$ cat config.mk
export PLATFORM = sky130hd
export DESIGN_NAME = fb_rect_writer
export DESIGN_NICKNAME = d
export VERILOG_FILES = /design/src/rtl/fb_pkg.sv /design/src/rtl/fb_rect_writer.sv
export SDC_FILE = /design/constraint.sdc
export NUM_CORES = 1
export LEC_CHECK = 0
export BUFFER_PORTS_ARGS = -buffer_cell sky130_fd_sc_hd__buf_2
export CAP_MARGIN = 20
export CORE_MARGIN = 3
export CORE_UTILIZATION = 25
export CTS_CLUSTER_SIZE = 30
export DETAILED_ROUTE_END_ITERATION = 12
export SYNTH_ARGS = -nofsm -noshare
export SYNTH_HDL_FRONTEND = slang
export SYNTH_SLANG_ARGS = --single-unit
$ cat constraint.sdc
create_clock -name clock -period 11.8 [get_ports clock]
set_clock_uncertainty 0.1 [all_clocks]
set_input_delay 0 -clock clock [delete_from_list [all_inputs] [get_ports clock]]
set_output_delay 0 -clock clock [all_outputs]
set_load 0.02 [all_outputs]
$ cat src/rtl/fb_pkg.sv
// Shared framebuffer geometry, base addresses and command types for the
// rectangle writer and the line-buffer display reader.
package fb_pkg;

    localparam logic [21:0] FB_ADDR1          = 22'h100000;
    localparam logic [21:0] FB_ADDR2          = 22'h200000;
    localparam int unsigned FB_WORDS_PER_LINE = 40;
    localparam int unsigned FB_LINES          = 480;

    typedef enum logic [2:0] {
        IDLE,
        CLIP,
        WAIT_BUS,
        WRITE,
        DONE
    } fb_state_t;

    typedef struct packed {
        logic [5:0] xw;
        logic [8:0] y;
        logic [5:0] w;
        logic [8:0] h;
        logic [7:0] color;
    } fb_cmd_t;

endpackage

$ cat src/rtl/fb_rect_writer.sv
// Rectangle fill engine: clips one command to the 640x480 back buffer and
// writes replicated-colour words, yielding the SDRAM port to the reader.
module fb_rect_writer
    import fb_pkg::*;
#(
    parameter logic [21:0] ADDR1          = FB_ADDR1,
    parameter logic [21:0] ADDR2          = FB_ADDR2,
    parameter int unsigned WORDS_PER_LINE = FB_WORDS_PER_LINE,
    parameter int unsigned LINES          = FB_LINES
) (
    input  logic         clock,
    input  logic         reset,
    input  logic         cmd_valid,
    output logic         cmd_ready,
    input  logic [5:0]   cmd_xw,
    input  logic [8:0]   cmd_y,
    input  logic [5:0]   cmd_w,
    input  logic [8:0]   cmd_h,
    input  logic [7:0]   cmd_color,
    input  logic         frame_flip,
    input  logic         reader_busy,
    output logic         sdram_wr,
    output logic [21:0]  sdram_addr,
    output logic [127:0] sdram_wdata,
    input  logic         sdram_ac,
    output logic         busy,
    output logic         done
);

    fb_state_t   r_state;
    fb_state_t   w_next;
    fb_cmd_t     r_cmd;
    logic [21:0] r_base;
    logic [5:0]  r_col;
    logic [5:0]  r_col_last;
    logic [8:0]  r_row;
    logic [8:0]  r_row_last;

    logic        w_in_range;
    logic [6:0]  w_wrem;
    logic [9:0]  w_hrem;
    logic [6:0]  w_weff;
    logic [9:0]  w_heff;
    logic        w_empty;
    logic [5:0]  w_col_last;
    logic [8:0]  w_row_last;
    logic        w_last_col;
    logic        w_last_word;
    logic [14:0] w_row_off;
    logic [21:0] w_addr;

    // Clipping: remaining room is only meaningful when the origin is on screen.
    assign w_in_range = (32'(r_cmd.xw) < WORDS_PER_LINE) && (32'(r_cmd.y) < LINES);
    assign w_wrem     = 7'(WORDS_PER_LINE) - {1'b0, r_cmd.xw};
    assign w_hrem     = 10'(LINES) - {1'b0, r_cmd.y};
    assign w_weff     = !w_in_range ? '0 :
                        (({1'b0, r_cmd.w} < w_wrem) ? {1'b0, r_cmd.w} : w_wrem);
    assign w_heff     = !w_in_range ? '0 :
                        (({1'b0, r_cmd.h} < w_hrem) ? {1'b0, r_cmd.h} : w_hrem);
    assign w_empty    = (w_weff == '0) || (w_heff == '0);
    assign w_col_last = r_cmd.xw + w_weff[5:0] - 6'd1;
    assign w_row_last = r_cmd.y + w_heff[8:0] - 9'd1;

    assign w_last_col  = (r_col == r_col_last);
    assign w_last_word = w_last_col && (r_row == r_row_last);

    assign w_row_off = 15'(r_row) * 15'(WORDS_PER_LINE);
    assign w_addr    = r_base + 22'(w_row_off) + 22'(r_col);

    always_ff @(posedge clock) begin
        if (reset) begin
            r_state <= IDLE;
        end else begin
            r_state <= w_next;
        end
    end

    always_comb begin
        w_next      = r_state;
        cmd_ready   = 1'b0;
        busy        = 1'b1;
        done        = 1'b0;
        sdram_wr    = 1'b0;
        sdram_addr  = '0;
        sdram_wdata = '0;
        case (r_state)
            IDLE: begin
                cmd_ready = 1'b1;
                busy      = 1'b0;
                if (cmd_valid) begin
                    w_next = CLIP;
                end
            end
            CLIP: begin
                w_next = w_empty ? DONE : WAIT_BUS;
            end
            WAIT_BUS: begin
                if (!reader_busy) begin
                    w_next = WRITE;
                end
            end
            WRITE: begin
                sdram_wr    = 1'b1;
                sdram_addr  = w_addr;
                sdram_wdata = {16{r_cmd.color}};
                if (sdram_ac) begin
                    w_next = w_last_word ? DONE : WAIT_BUS;
                end
            end
            DONE: begin
                done   = 1'b1;
                w_next = IDLE;
            end
            default: begin
                w_next = IDLE;
            end
        endcase
    end

    always_ff @(posedge clock) begin
        if (reset) begin
            r_cmd      <= '0;
            r_base     <= '0;
            r_col      <= '0;
            r_col_last <= '0;
            r_row      <= '0;
            r_row_last <= '0;
        end else begin
            case (r_state)
                IDLE: begin
                    if (cmd_valid) begin
                        r_cmd  <= '{xw: cmd_xw, y: cmd_y, w: cmd_w, h: cmd_h, color: cmd_color};
                        r_base <= frame_flip ? ADDR2 : ADDR1;
                    end
                end
                CLIP: begin
                    r_col      <= r_cmd.xw;
                    r_row      <= r_cmd.y;
                    r_col_last <= w_col_last;
                    r_row_last <= w_row_last;
                end
                WRITE: begin
                    if (sdram_ac && !w_last_word) begin
                        if (w_last_col) begin
                            r_col <= r_cmd.xw;
                            r_row <= r_row + 9'd1;
                        end else begin
                            r_col <= r_col + 6'd1;
                        end
                    end
                end
                default: begin
                end
            endcase
        end
    end

endmodule
---- After elaboration in Yosys (flattened, before gate mapping) ----
Index checks and enable logic that the tools add are counted.
word-level totals
  bits in registers ....................... 93
  output and inout bits ................... 154
  word-level logic and storage cells ...... 73
cells by class
  add/subtract/negate cells ............... 10
  multiply operators ...................... 1
  $lt $le $gt $ge ......................... 4
  equality and inequality tests ........... 11
  multiplexer cells ....................... 23
  reductions and logical operators ........ 13
operators with widths
  operator              number
  $mux 128              1
  $mux 22               2
  $add 22x15->22        1
  $add 22x6->22         1
  $mux 10               2
  $mux 9                2
  $pmux 9 s2            1
  $mux 3                5
  $mux 7                2
  $mul 9x3->12 const B  1
  $mux 6                2
  $pmux 3 s4            1
  $pmux 6 s2            1
  $logic_not 10->1      1
  $lt 9x10->1           1
  $ne 2x2->1 const B    5
  $sub 9x9->10 const A  1
  $add 9x1->9 const B   1
  $add 9x9->9           1
  $eq 9x9->1            1
  $lt 9x9->1 const B    1
  $sub 9x1->9 const B   1
  $logic_not 7->1       1
  $lt 6x7->1            1
  17 further kinds      25

---- Depth between registers and ports, before layout ----
Gate-level depths: netlist (run 1).
  word-level depth ........................ 8
  depth in mapped cells ................... 25

---- Worst setup path before layout (run 1) ----
Ideal clock, no wire load.
  path kind ............................... reg-to-reg
  start ................................... register r_cmd[23] (netlist bit)
  end ..................................... register r_row_last[8]
  arrival ................................. 4,489 ps
  data required time ...................... 11,618 ps
  setup slack ............................. 7,129 ps
  cell stages (with the launch flop) ...... 25
  path through ............................ dfxtp_1 > nor3_2 > and3_1 > buf_2 > or3_1 > xnor2_1 > ha_1 > a21o_1 > a21oi_1 > o211ai_1 > nand2_2 > clkbuf_1 > nand2_1 > o21ai_0 > nand2_1 > ha_1 > inv_1 > ha_1 > a21o_1 > a211oi_1 > o21ai_0 > o221ai_1 > nand2_1 > mux2_4 > o2111ai_1
between the ends
  longest elaborated chain between the ends .. 6
  elaborated cells on any way between the ends .. 8
  classes of those cells .................. 3 x add/sub; 2 x order compare; 2 x mux; 1 x reduce/logical
RTL lines
  what                    line                   source
  start, declared         fb_rect_writer.sv:32   fb_cmd_t r_cmd;
  start signal, assigned  fb_rect_writer.sv:132  r_cmd <= '{xw: cmd_xw, y: cmd_y, w: cmd_w, h: cmd_h, color: cmd_color};
  $sub 9x9->10            fb_rect_writer.sv:55   assign w_hrem = 10'(LINES) - {1'b0, r_cmd.y};
  $lt 9x10->1             fb_rect_writer.sv:59   (({1'b0, r_cmd.h} < w_hrem) ? {1'b0, r_cmd.h} : w_hrem);
  $mux 10                 fb_rect_writer.sv:59
  $mux 10                 fb_rect_writer.sv:58   assign w_heff = !w_in_range ? '0 :
  $add 9x9->9 (*)         fb_rect_writer.sv:62   assign w_row_last = r_cmd.y + w_heff[8:0] - 9'd1;
  $sub 9x1->9 (*)         fb_rect_writer.sv:62
  end signal, assigned    fb_rect_writer.sv:140  r_row_last <= w_row_last;
  end, declared           fb_rect_writer.sv:37   logic [8:0] r_row_last;
Mark *: on every way between the ends. The rest lies on a longest branch, timed or not.
A chain may end at the register's enable or synchronous reset.

---- Worst setup path in the final report (run 1) ----
Ends and elaborated chain as after synthesis.

==> key figures, run 1 <==
Cells and area
  – Antenna cells: 0
  – Layout area overhead: 15.8%
  – Most frequent cells in the layout: buf_2 (192), nand2_1 (137), a21oi_1 (78)
  – Fraction of layout cells with a size suffix above 1: 24.3%
  – Most common cell after layout, fill and taps aside: buf_2
  – Layout Cells excl Fill: 1290
  – Final-layout fill cell count: approximately 2700
  – Final nets: roughly 1100

STA
  – Final Slew Violations: 0
  – Crit share post-route: about two fifths
  – Worst slew pin tran: just over 900 ps
  – Setup_tns: 0 ps
  – Minimum clock period: just under 5000 ps
  – Final hold vios: 0
  – Achievable Freq: a little over 200 MHz
  – Final setup fails: 0
  – RSZ-0062 raised after global routing: false
  – Slew margin rel.: between 30% and 40%

Outcome
  – Status: finished clean

Power and ir drop
  – Pwr Density: roughly 160 nW/um2
  – VDD IR-drop max: ~0.000083 V
  – Leakage: 3.71 nW

Drt
  – Vias: around 5800
  – Antenna viol nets, final: 0
  – Routed wire per std cell: 13.7 um
  – Via density: 4.48
  – DR iter-0 viols: 335
  – DRC violations left: 0
  – Drt pass-1 iters: 4
  – Drt total wl: 17.6 mm

Critical path
  – Crit path DAT: roughly 5100 ps
  – Critical Path Max Stage Delay: around 510 ps
  – Worst Path Required: roughly 12000 ps
  – Crit path kind: flop to flop
  – Startpoint class of the critical path: flop
  – CP Cell Sequence: nor3_2, and3_1, or3_1, xnor2_1, ha_1, a21o_1, a21oi_1, o211ai_1, nand2_2, nand2_1, o21ai_0, nand2_1, ha_1, inv_1, ha_1, a21o_1, a211oi_1, o21ai_0, o221ai_1, nand2_1, mux2_4, o2111ai_1
  – Crit. End Element: flop
  – Slowest-stage cell, CP: dfxtp_1
  – Critical-path maximum fanout: 16

Logic synthesis
  – Syn Std Cell Area: 6560 um2
  – Sequential area share after synthesis: ~22%
  – Synth Area per Inst: approximately 7.5 um2
  – Distinct cells, synth: 70
  – FF+latch count, synth: 73
  – Post-synth EDFFs: 0
  – Yosys warnings: 0
  – Synth Flop Type: dfxtp_1
  – Cell count after synthesis: ~870
  – Asr flop ratio synth: 0%

Floorplan
  – Total I/O pin count: roughly 200
  – Starting Density: about a quarter
  – Die area: roughly 28000 um2
  – CORE AREA: around 25000 um2
  – Die Ht: 168 um
  – Die W: 168 um
  – FP Rows: a little under 60

GRT
  – Global Route Usage Sum: 12.2%
  – Largest net degree at the start of global routing: slightly above 80
  – Gr ovfl total: 0
  – Vias in the first global route: roughly 5300
  – First-pass GRT wire length: 28.0 mm
  – Initial antenna violation count: 0

Place
  – DP Wirelength: 13.5 mm
  – GP Congestion: approximately 0.85
  – PortBufs: 192
  – # placed instances: 1235

Clock network
  – Clock transition at path regs: 60 ps
  – CTS tree: built
  – Root buf cell: clkbuf_16
  – Worst-Skew Late Latency: ~340 ps
  – Clk sinks: 73
  – Post-CTS Resized: 0
  – Num CTS Buffers: 9
  – Clock Tree Buf Depth: 2
  – H-tree depth: 3

Worst hold path
  – HP Class: primary input to flop

Job
  – Max Cap Violations: 0
## sequential cells by signal, indices dropped and copies added, names as in the netlist
name        flops
r_col           6
r_row           9
r_row_last      9
r_col_last      6
r_cmd          38
r_base          2
r_state         3
## cell type report
class	instances	area (um2)	share of cell area, %
Multi-Input combinational cell	582	3800	50.0
Sequential cell	73	1460	19.2
Timing Repair Buffer	238	1410	18.5
Tap cell	330	413	5.43
Clock buffer	10	239	3.15
Inverter	52	195	2.57
Clock inverter	5	80.1	1.05
## synthesized netlist by cell type (3+ instances only)
| cell | instances | area [um2] |
|---|---|---|
| o21a_1 | 5 | 37.5 |
| dfxtp_1 | 73 | 1460 |
| nand2b_1 | 10 | 62.6 |
| nand2_1 | 137 | 514 |
| nand3_1 | 10 | 50.1 |
| inv_1 | 52 | 195 |
| nor2b_1 | 8 | 50.1 |
| xor2_1 | 12 | 105 |
| o32ai_1 | 4 | 35.0 |
| and2_1 | 3 | 18.8 |
| nor3b_1 | 5 | 37.5 |
| o311ai_0 | 3 | 26.3 |
| mux2_2 | 3 | 33.8 |
| buf_2 | 9 | 45.0 |
| nor2_1 | 43 | 161 |
| clkbuf_1 | 31 | 116 |
| nor3_1 | 15 | 75.1 |
| ha_1 | 58 | 726 |
| a21o_1 | 14 | 105 |
| or3_1 | 3 | 18.8 |
| o211ai_1 | 4 | 30.0 |
| mux2i_1 | 5 | 50.1 |
| buf_4 | 126 | 946 |
| fa_1 | 4 | 80.1 |
| xnor2_1 | 35 | 307 |
| a31oi_1 | 4 | 25.0 |
| nor4_1 | 5 | 31.3 |
| and3_1 | 17 | 106 |
| nand4_1 | 7 | 43.8 |
| a211oi_1 | 9 | 67.6 |
| or4_1 | 3 | 22.5 |
| o21ai_0 | 29 | 145 |
| a211o_1 | 3 | 26.3 |
| a21oi_1 | 78 | 390 |
## layer usage
metal	wire, um	global-route usage [%]
met1	8660	16.3
met2	7810	19.8
met3	990	2.58
met4	154	3.63
met5	0	0
## final timing paths
check / slack (ps) / to / cells past startpoint / startpoint
worst max-delay path: 6860 / r_row_last[8] / 22 / r_cmd[23]
worst min-delay path: 130 / r_state[2] / 5 / reader_busy
worst max register to register: 6860 / r_row_last[8] / 22 / r_cmd[23]
worst min register to register: 350 / r_cmd[6] / 2 / r_cmd[6]
## cell families (layout without fill, tap and decap cells)
kind of cell	after synthesis	count (layout)	synth area share, %
AND/OR/NAND/NOR	282	282	20.6
buffers and inverters	220	305	20.0
AO/OA/AOI/OAI	177	177	17.0
flip-flops	73	73	22.3
adder cells (fa/ha/maj)	62	62	12.3
XOR/XNOR	47	47	6.27
multiplexers	9	9	1.51
other	1	5	0.0572
## through the flow
stage / setup slack (ps) / power (mW) / utilization (%) / hold WS, ps / area, um2
6_report: 6860 / 1.24 / 29.8 / 133 / 7600
5_1_grt: 6480 / 1.36 / 29.8 / 212 / 7600
4_1_cts: 6840 / 1.26 / 29.8 / 121 / 7600
3_5_place_dp: 6860 / 0.940 / 27.0 / 146 / 6880
3_3_place_gp: 7030 / 0.930 / 27.0 / 148 / 6880
2_1_floorplan: 7130 / 0.810 / - / 36.0 / 6580
## worst max-delay path: cells and delay by family, from the launching register on
kind | cells | cell delay, ps
adders and majority gates | 3 | 910
DFF | 1 | 510
and+or+nand+nor | 7 | 1210
AOI/OAI and AO/OA | 9 | 1580
muxes | 1 | 260
buffers and inverters | 1 | 60
xor gates and xnor gates | 1 | 190
## report_power, final
part | switching, mW | internal [mW] | leakage [nW] | total (mW)
Sequential | 0.0630 | 0.293 | 0.597 | 0.356
Clock | 0.109 | 0.189 | 0.151 | 0.298
Combinational | 0.336 | 0.251 | 2.96 | 0.588
## repair_timing
item,4_1_cts,5_1_grt
hold endpoints to repair,42,0
hold buffers,40,0
setup buffers,0,0
No activity file was read; power rests on OpenSTA's default activity.
==> run 2, diff against run 1 <==
==> constraint.sdc (replaced) <==
create_clock -name clock -period 4.4 [get_ports clock]
set_clock_uncertainty 0.1 [all_clocks]
set_input_delay 0 -clock clock [delete_from_list [all_inputs] [get_ports clock]]
set_output_delay 0 -clock clock [all_outputs]
set_load 0.02 [all_outputs]
==> run 2 against run 1 <==
- critical path depth up 2
- wire length up 5.1%
- sequential power rose to 2.6 times the previous value
- first-iteration DRC count up 33%
- critical path type unchanged
- largest cell class unchanged
==> key figures, run 2 (synthesized netlist as in run 1, its figures left out) <==
Cells and area
  – Largest regs: r_cmd (38), r_row (9), r_row_last (9)
  – Largest reg by FF count: r_cmd
  – Fraction of layout cells with a size suffix above 1: 31.2% (+6.9 points)
  – Util after Layout: 32.0% (+2.2 points)
  – Most frequent cells in the layout: buf_2 (192), nand2_1 (134), a21oi_1 (75)
  – Post-route design area: 8150 um2 (+7.2%)
  – Multi-input logic area: 4010 um2 (+5.4%)
  – Layout area overhead: 24.2%
  – Final nets: 1101 (+3.7%)
  – Final-layout fill cell count: 2656 (-3.1%)
  – Max reg flops: 38 (unchanged)
  – Most common cell after layout, fill and taps aside: buf_2
  – Antenna cells: 0 (unchanged)
  – Register cell area after layout: 1470 um2 (+0.77%)

STA
  – Minimum clock period: 4260 ps (-675 ps)
  – Final hold vios: 0 (unchanged)
  – RSZ-0062 raised after global routing: true
  – Achievable Freq: 235 MHz (+16%)
  – Slew margin rel.: 30.4% (-9.3 points)
  – Final Slew Violations: 0 (unchanged)
  – Crit share post-route: 96.9% (+55 points)
  – Worst slew pin tran: 1040 ps (+139 ps)
  – Final setup fails: 0 (unchanged)

Worst hold path
  – Hold depth: 5 (unchanged)
  – Endpoint, Worst Hold: r_state[2]
  – HP Class: primary input to flop
  – Worst Hold Launch: reader_busy

Clock network
  – Worst-Skew Late Latency: 350 ps (about the same)
  – Clock transition at path regs: 60 ps (about the same)
  – Root buf cell: clkbuf_16
  – H-tree depth: 3 (unchanged)
  – Clk sinks: 73 (unchanged)
  – CTS tree: built
  – Num CTS Buffers: 9 (unchanged)
  – Clock Tree Buf Depth: 2 (unchanged)

Outcome
  – Status: finished clean

Critical path
  – Critical Path Max Stage Delay: 390 ps (-120 ps)
  – Launch point of the worst reg-to-reg path: r_cmd[23]
  – Critical-path maximum fanout: 6 (-10)
  – Crit path kind: flop to flop
  – Worst Path Required: 4540 ps (-7420 ps)
  – Worst reg-to-reg setup slack: 140 ps (-6720 ps)
  – Worst path bufs/invs: 2 (+1)
  – CP Cell Sequence: nor3_2, and3_1, or3_4, xnor2_2, ha_1, a21o_1, a21oi_4, o211ai_1, nand2_2, nand2_2, o21ai_2, nand2_1, ha_1, inv_2, ha_4, inv_2, fa_2, nor2b_2, o21ai_1, nand2b_1, a21o_1, a21oi_2, xnor2_1, a21o_1
  – Slowest-stage cell, CP: fa_2
  – Capturing point of the worst reg2reg path: r_row_last[7]
  – CP delay by family, top: adder cells
  – Most frequent CP cell: a21o_1
  – Crit path DAT: 4400 ps (-700 ps)
  – Startpoint class of the critical path: flop
  – Crit path from: r_cmd[23]
  – Crit. End Element: flop
  – Worst R2R Path Depth: 24 (+9.1%)

GRT
  – Initial antenna violation count: 0 (unchanged)
  – First-pass GRT wire length: 28.3 mm (+1.1%)
  – Global Route Usage Sum: 12.4% (+0.19 points)
  – Gr ovfl total: 0 (unchanged)
  – Vias in the first global route: 5416 (+1.3%)
  – Largest net degree at the start of global routing: 53 (-35%)

Floorplan
  – CORE AREA: 25500 um2 (unchanged)
  – Die area: 28200 um2 (unchanged)
  – Die Ht: 168 um (unchanged)
  – Starting Density: 25.8% (unchanged)
  – Die W: 168 um (unchanged)
  – FP Rows: 58 (unchanged)
  – Total I/O pin count: 198 (unchanged)

Power and ir drop
  – Pwr Density: 456 nW/um2 (+180%)
  – Power, Total: 3.72 mW (+200%)
  – VDD IR-drop max: 0.000189 V (+130%)
  – Leakage: 3.95 nW (+6.7%)

Place
  – PortBufs: 192 (unchanged)
  – Placement-stage cell area: 7090 um2 (+3.0%)
  – DP Wirelength: 13.8 mm (+2.7%)
  – GP Congestion: 0.862 (+1.9%)

Drt
  – Antenna viol nets, final: 0 (unchanged)
  – Vias: 6027 (+4.3%)
  – DR iter-0 viols: 445 (+33%)
  – DRC violations left: 0 (unchanged)
  – Drt total wl: 18.5 mm (+5.1%)
  – Via density: 4.53 (+1.1%)
  – Routed wire per std cell: 13.9 um (+2.0%)
  – Drt pass-1 iters: 5 (+1)

Job
  – Max Cap Violations: 0 (unchanged)
-- run 2: how the worst max path moves through the flow --
stage / to / slack, ps / cells past startpoint
3_3_place_gp: r_row_last[8] / -20 / 22
4_1_cts: r_row_last[7] / 4 / 23
2_1_floorplan: r_row_last[8] / 4 / 24
6_report: r_row_last[7] / 140 / 24
3_5_place_dp: r_row_last[7] / -170 / 24
5_1_grt: r_row_last[7] / -120 / 26
-- run 2: cell type report --
class	count	area share, %
multi-input combinational	583	49.2
timing repair buffer	276	20.9
sequential	73	18.1
tap	330	5.07
clock buffer	12	3.15
inverter	52	2.46
clock inverter	4	1.21
-- run 2: power breakdown --
| part | internal (mW) | total [mW] | switching (mW) |
|---|---|---|---|
| clock network | 0.587 | 0.895 | 0.308 |
| logic | 0.852 | 1.89 | 1.03 |
| registers | 0.787 | 0.936 | 0.148 |
| total | 2.23 | 3.72 | 1.49 |
-- run 2: per-stage QoR --
step	TNS, ps	hold slack [ps]	setup slack (ps)	cells
final	0	153	138	1330
after global routing	-405	183	-124	1330
after CTS	0	132	4.20	1324
after detailed placement	-421	147	-173	1262
after global placement	-15.9	146	-15.9	1262
after floorplan	0	28.4	3.73	875
-- run 2: layer usage --
layer	vias up	track usage [%]	wire (um)
li1	3074	-	-
met1	2746	16.3	8860
met2	187	20.9	8460
met3	20	2.28	943
met4	0	3.13	259
met5	-	0	0
-- run 2: repair_timing --
item                                    4_1_cts  5_1_grt
gates resized for setup                       2       54
pin swaps                                     4       28
hold buffers                                 40        0
endpoints found under the hold margin        42        0
cloned                                        1        0
endpoints found under the setup margin        4        6
buffers inserted                              5        6
-- run 2: tightest hold or removal path: stages --
cell and delay (ps):
buf_2 100, mux2i_1 60, o21ai_0 240, a211o_1 120, a21oi_1 30
==> run 3, diff against run 2 <==
==> constraint.sdc (replaced) <==
create_clock -name clock -period 3.55 [get_ports clock]
set_clock_uncertainty 0.1 [all_clocks]
set_input_delay 0 -clock clock [delete_from_list [all_inputs] [get_ports clock]]
set_output_delay 0 -clock clock [all_outputs]
set_load 0.02 [all_outputs]
==> run 3 against run 2 <==
- final cell count grew 4.1%
- the run now ends with negative setup slack left
- largest power group unchanged
- flip-flop and latch count is the same
- sequential power up 20%
- count of clock-buffer cells in the layout grew 1
- die area unchanged
- wire length increased by 2.8%
- register-to-register slack got worse by 780 ps
- setup slack lost 780 ps
- global-route usage is 0.69 points higher
- core utilization increased by 2.2 points
- fmax up 1.6%
- clock power up 7.3%
==> key figures, run 3 (synthesized netlist as in run 1, its figures left out) <==
Clock network
  – Root buf cell: clkbuf_16
  – Clock Tree Buf Depth: 2 (unchanged)
  – Worst-Skew Late Latency: 340 ps (about the same)
  – Clk sinks: 73 (unchanged)
  – Clock transition at path regs: 60 ps (about the same)
  – CTS tree: built
  – H-tree depth: 3 (unchanged)
  – Num CTS Buffers: 9 (unchanged)

Place
  – DP Wirelength: 14.9 mm (+8.0%)
  – PortBufs: 192 (unchanged)
  – GP Congestion: 0.885 (+2.7%)

Floorplan
  – Die Ht: 168 um (unchanged)
  – Die W: 168 um (unchanged)
  – Die area: 28200 um2 (unchanged)
  – Starting Density: 25.8% (unchanged)
  – Total I/O pin count: 198 (unchanged)
  – FP Rows: 58 (unchanged)
  – CORE AREA: 25500 um2 (unchanged)

Critical path
  – Worst reg-to-reg setup slack: -640 ps (-780 ps)
  – Startpoint class of the critical path: flop
  – CP Cell Sequence: inv_4, ha_4, buf_4, xnor2_1, inv_1, ha_1, a21o_1, a31oi_2, o211ai_1, nand2_2, buf_6, o21ai_1, nand2_1, ha_4, inv_2, ha_4, buf_6, a21o_1, a211oi_2, o21ai_2, o221ai_2, nand2_1, mux2_4, o2111ai_2
  – Crit path DAT: 4360 ps (-40 ps)
  – Crit path kind: flop to flop
  – Worst Path Required: 3720 ps (-820 ps)
  – Capturing point of the worst reg2reg path: r_row_last[8]
  – Launch point of the worst reg-to-reg path: r_cmd[23]
  – Worst path bufs/invs: 6 (+4)
  – CP delay by family, top: compound AO/OA/AOI/OAI gates
  – Critical-path maximum fanout: 8 (+2)
  – Critical Path Max Stage Delay: 380 ps (about the same)
  – Worst setup path end: r_row_last[8]
  – Slowest-stage cell, CP: dfxtp_4
  – Crit. End Element: flop
  – Most frequent CP cell: ha_4
  – CP Depth: 24 (unchanged)
  – Worst R2R Path Depth: 24 (unchanged)
  – Crit path from: r_cmd[23]

GRT
  – Gr ovfl total: 0 (unchanged)
  – Vias in the first global route: 5842 (+7.9%)
  – First-pass GRT wire length: 30.1 mm (+6.2%)
  – Global Route Usage Sum: 13.1% (+0.69 points)
  – Initial antenna violation count: 0 (unchanged)
  – Largest net degree at the start of global routing: 38 (-28%)

Cells and area
  – Final nets: 1156 (+5.0%)
  – Layout area overhead: 32.8%
  – Fraction of layout cells with a size suffix above 1: 37.1% (+5.9 points)
  – Register cell area after layout: 1480 um2 (+0.76%)
  – Antenna cells: 0 (unchanged)
  – Multi-input logic area: 4150 um2 (+3.6%)
  – Most common cell after layout, fill and taps aside: buf_2
  – Most frequent cells in the layout: buf_2 (192), nand2_1 (135), buf_4 (95)
  – Max reg flops: 38 (unchanged)
  – Largest regs: r_cmd (38), r_row (9), r_row_last (9)
  – Largest reg by FF count: r_cmd
  – Final-layout fill cell count: 2637 (-0.72%)

Drt
  – M1 WL: 8.89 mm (+0.25%)
  – Drt total wl: 19.0 mm (+2.8%)
  – Highest metal used: met4
  – Drt pass-1 iters: 4 (-1)
  – DR iter-0 viols: 252 (-43%)
  – Via density: 4.53 (-0.12%)
  – Met3 Wirelength: 862 um (-8.6%)
  – DR WL met2: 8.73 mm (+3.3%)
  – Antenna viol nets, final: 0 (unchanged)
  – Routed wire per std cell: 13.8 um (-1.3%)
  – DRC violations left: 0 (unchanged)
  – Vias: 6269 (+4.0%)

STA
  – Setup_tns: -3740 ps (-3740 ps)
  – Crit path setup slack, layout: -645 ps (-783 ps)
  – Achievable Freq: 238 MHz (+1.6%)
  – Final Slew Violations: 0 (unchanged)
  – Slew margin rel.: 47.5% (+17 points)
  – Worst slew pin tran: 782 ps (-262 ps)
  – Final setup fails: 8 (+8)
  – Final hold vios: 0 (unchanged)
  – RSZ-0062 raised after global routing: true
  – Crit share post-route: 118% (+21 points)
  – Minimum clock period: 4190 ps (-67.1 ps)

Power and ir drop
  – Power, Total: 4.81 mW (+30%)
  – VDD IR-drop max: 0.000195 V (+3.0%)
  – Leakage: 4.26 nW (+7.6%)
  – Pwr Density: 552 nW/um2 (+21%)

Worst hold path
  – HP Class: primary input to flop

Job
  – Max Cap Violations: 0 (unchanged)

Outcome
  – Status: complete, but fails checks
  – Failing checks: negative setup slack
run 3: cell count changes in the layout (fill, tap and decap cells not counted), moves of 3 or more:
| cell | before | now |
|---|---|---|
| buf_4 | 42 | 95 |
| ha_4 | 7 | 11 |
| a21oi_2 | 2 | 5 |
| a21oi_1 | 75 | 72 |
| dfxtp_4 | 2 | 5 |
| dfxtp_1 | 68 | 65 |
| inv_1 | 46 | 40 |
| inv_2 | 4 | 8 |
| ha_1 | 49 | 45 |
run 3: what timing repair did:
item	CTS	global route
hold endpoints to repair	42	0
hold buffers	40	0
setup endpoints to repair	10	12
pin swaps	23	27
setup buffers	8	5
resized for setup	22	31
run 3: cell type report:
cell class              count  area share (%)
clock buffers              13            3.10
clock inverters             3           0.546
inverters                  52            2.36
multi-input cells         582            47.7
flip-flops and latches     73            17.0
well taps                 330            4.74
repair buffers            332            24.6
run 3: how the worst min path moves through the flow:
stage,start,endpoint,slack (ps),cells after the start
floorplan,cmd_xw[1],r_cmd[33],30,2
global placement,cmd_xw[0],r_cmd[32],140,3
detailed placement,cmd_xw[0],r_cmd[32],140,3
CTS,cmd_valid,r_cmd[36],20,4
global route,reset,r_state[0],60,2
finish,reset,r_state[0],30,2
run 3: worst register-to-register path, stage by stage, from the launching register on:
cell	delay, ps
dfxtp_4	380
inv_4	50
ha_4	150
buf_4	130
xnor2_1	210
inv_1	100
ha_1	320
a21o_1	140
a31oi_2	50
o211ai_1	290
nand2_2	180
buf_6	150
o21ai_1	120
nand2_1	110
ha_4	300
inv_2	40
ha_4	150
buf_6	110
a21o_1	190
a211oi_2	280
o21ai_2	100
o221ai_2	80
nand2_1	70
mux2_4	260
o2111ai_2	50
run 3: routing by layer:
metal / global-route usage [%] / vias to the layer above
met5: 0 / -
met4: 5.16 / 0
met3: 2.75 / 37
met2: 21.2 / 160
met1: 17.0 / 2882
li1: - / 3190
run 3: metrics by stage:
stage	util [%]	instances	hold WS [ps]	area, um2	setup WS [ps]
after floorplan	-	875	25.6	6750	-593
after global placement	30.1	1317	138	7660	-648
after detailed placement	30.1	1317	142	7660	-735
final	34.2	1385	31.9	8710	-645
after global routing	34.2	1385	57.9	8710	-872
after CTS	33.5	1380	20.9	8520	-620
run 3: power breakdown:
part	switching [mW]	total [mW]	leakage [nW]	internal, mW
Combinational	1.42	2.73	3.50	1.31
Clock	0.356	0.960	0.156	0.604
Sequential	0.141	1.12	0.602	0.978
Total	1.92	4.81	4.26	2.89
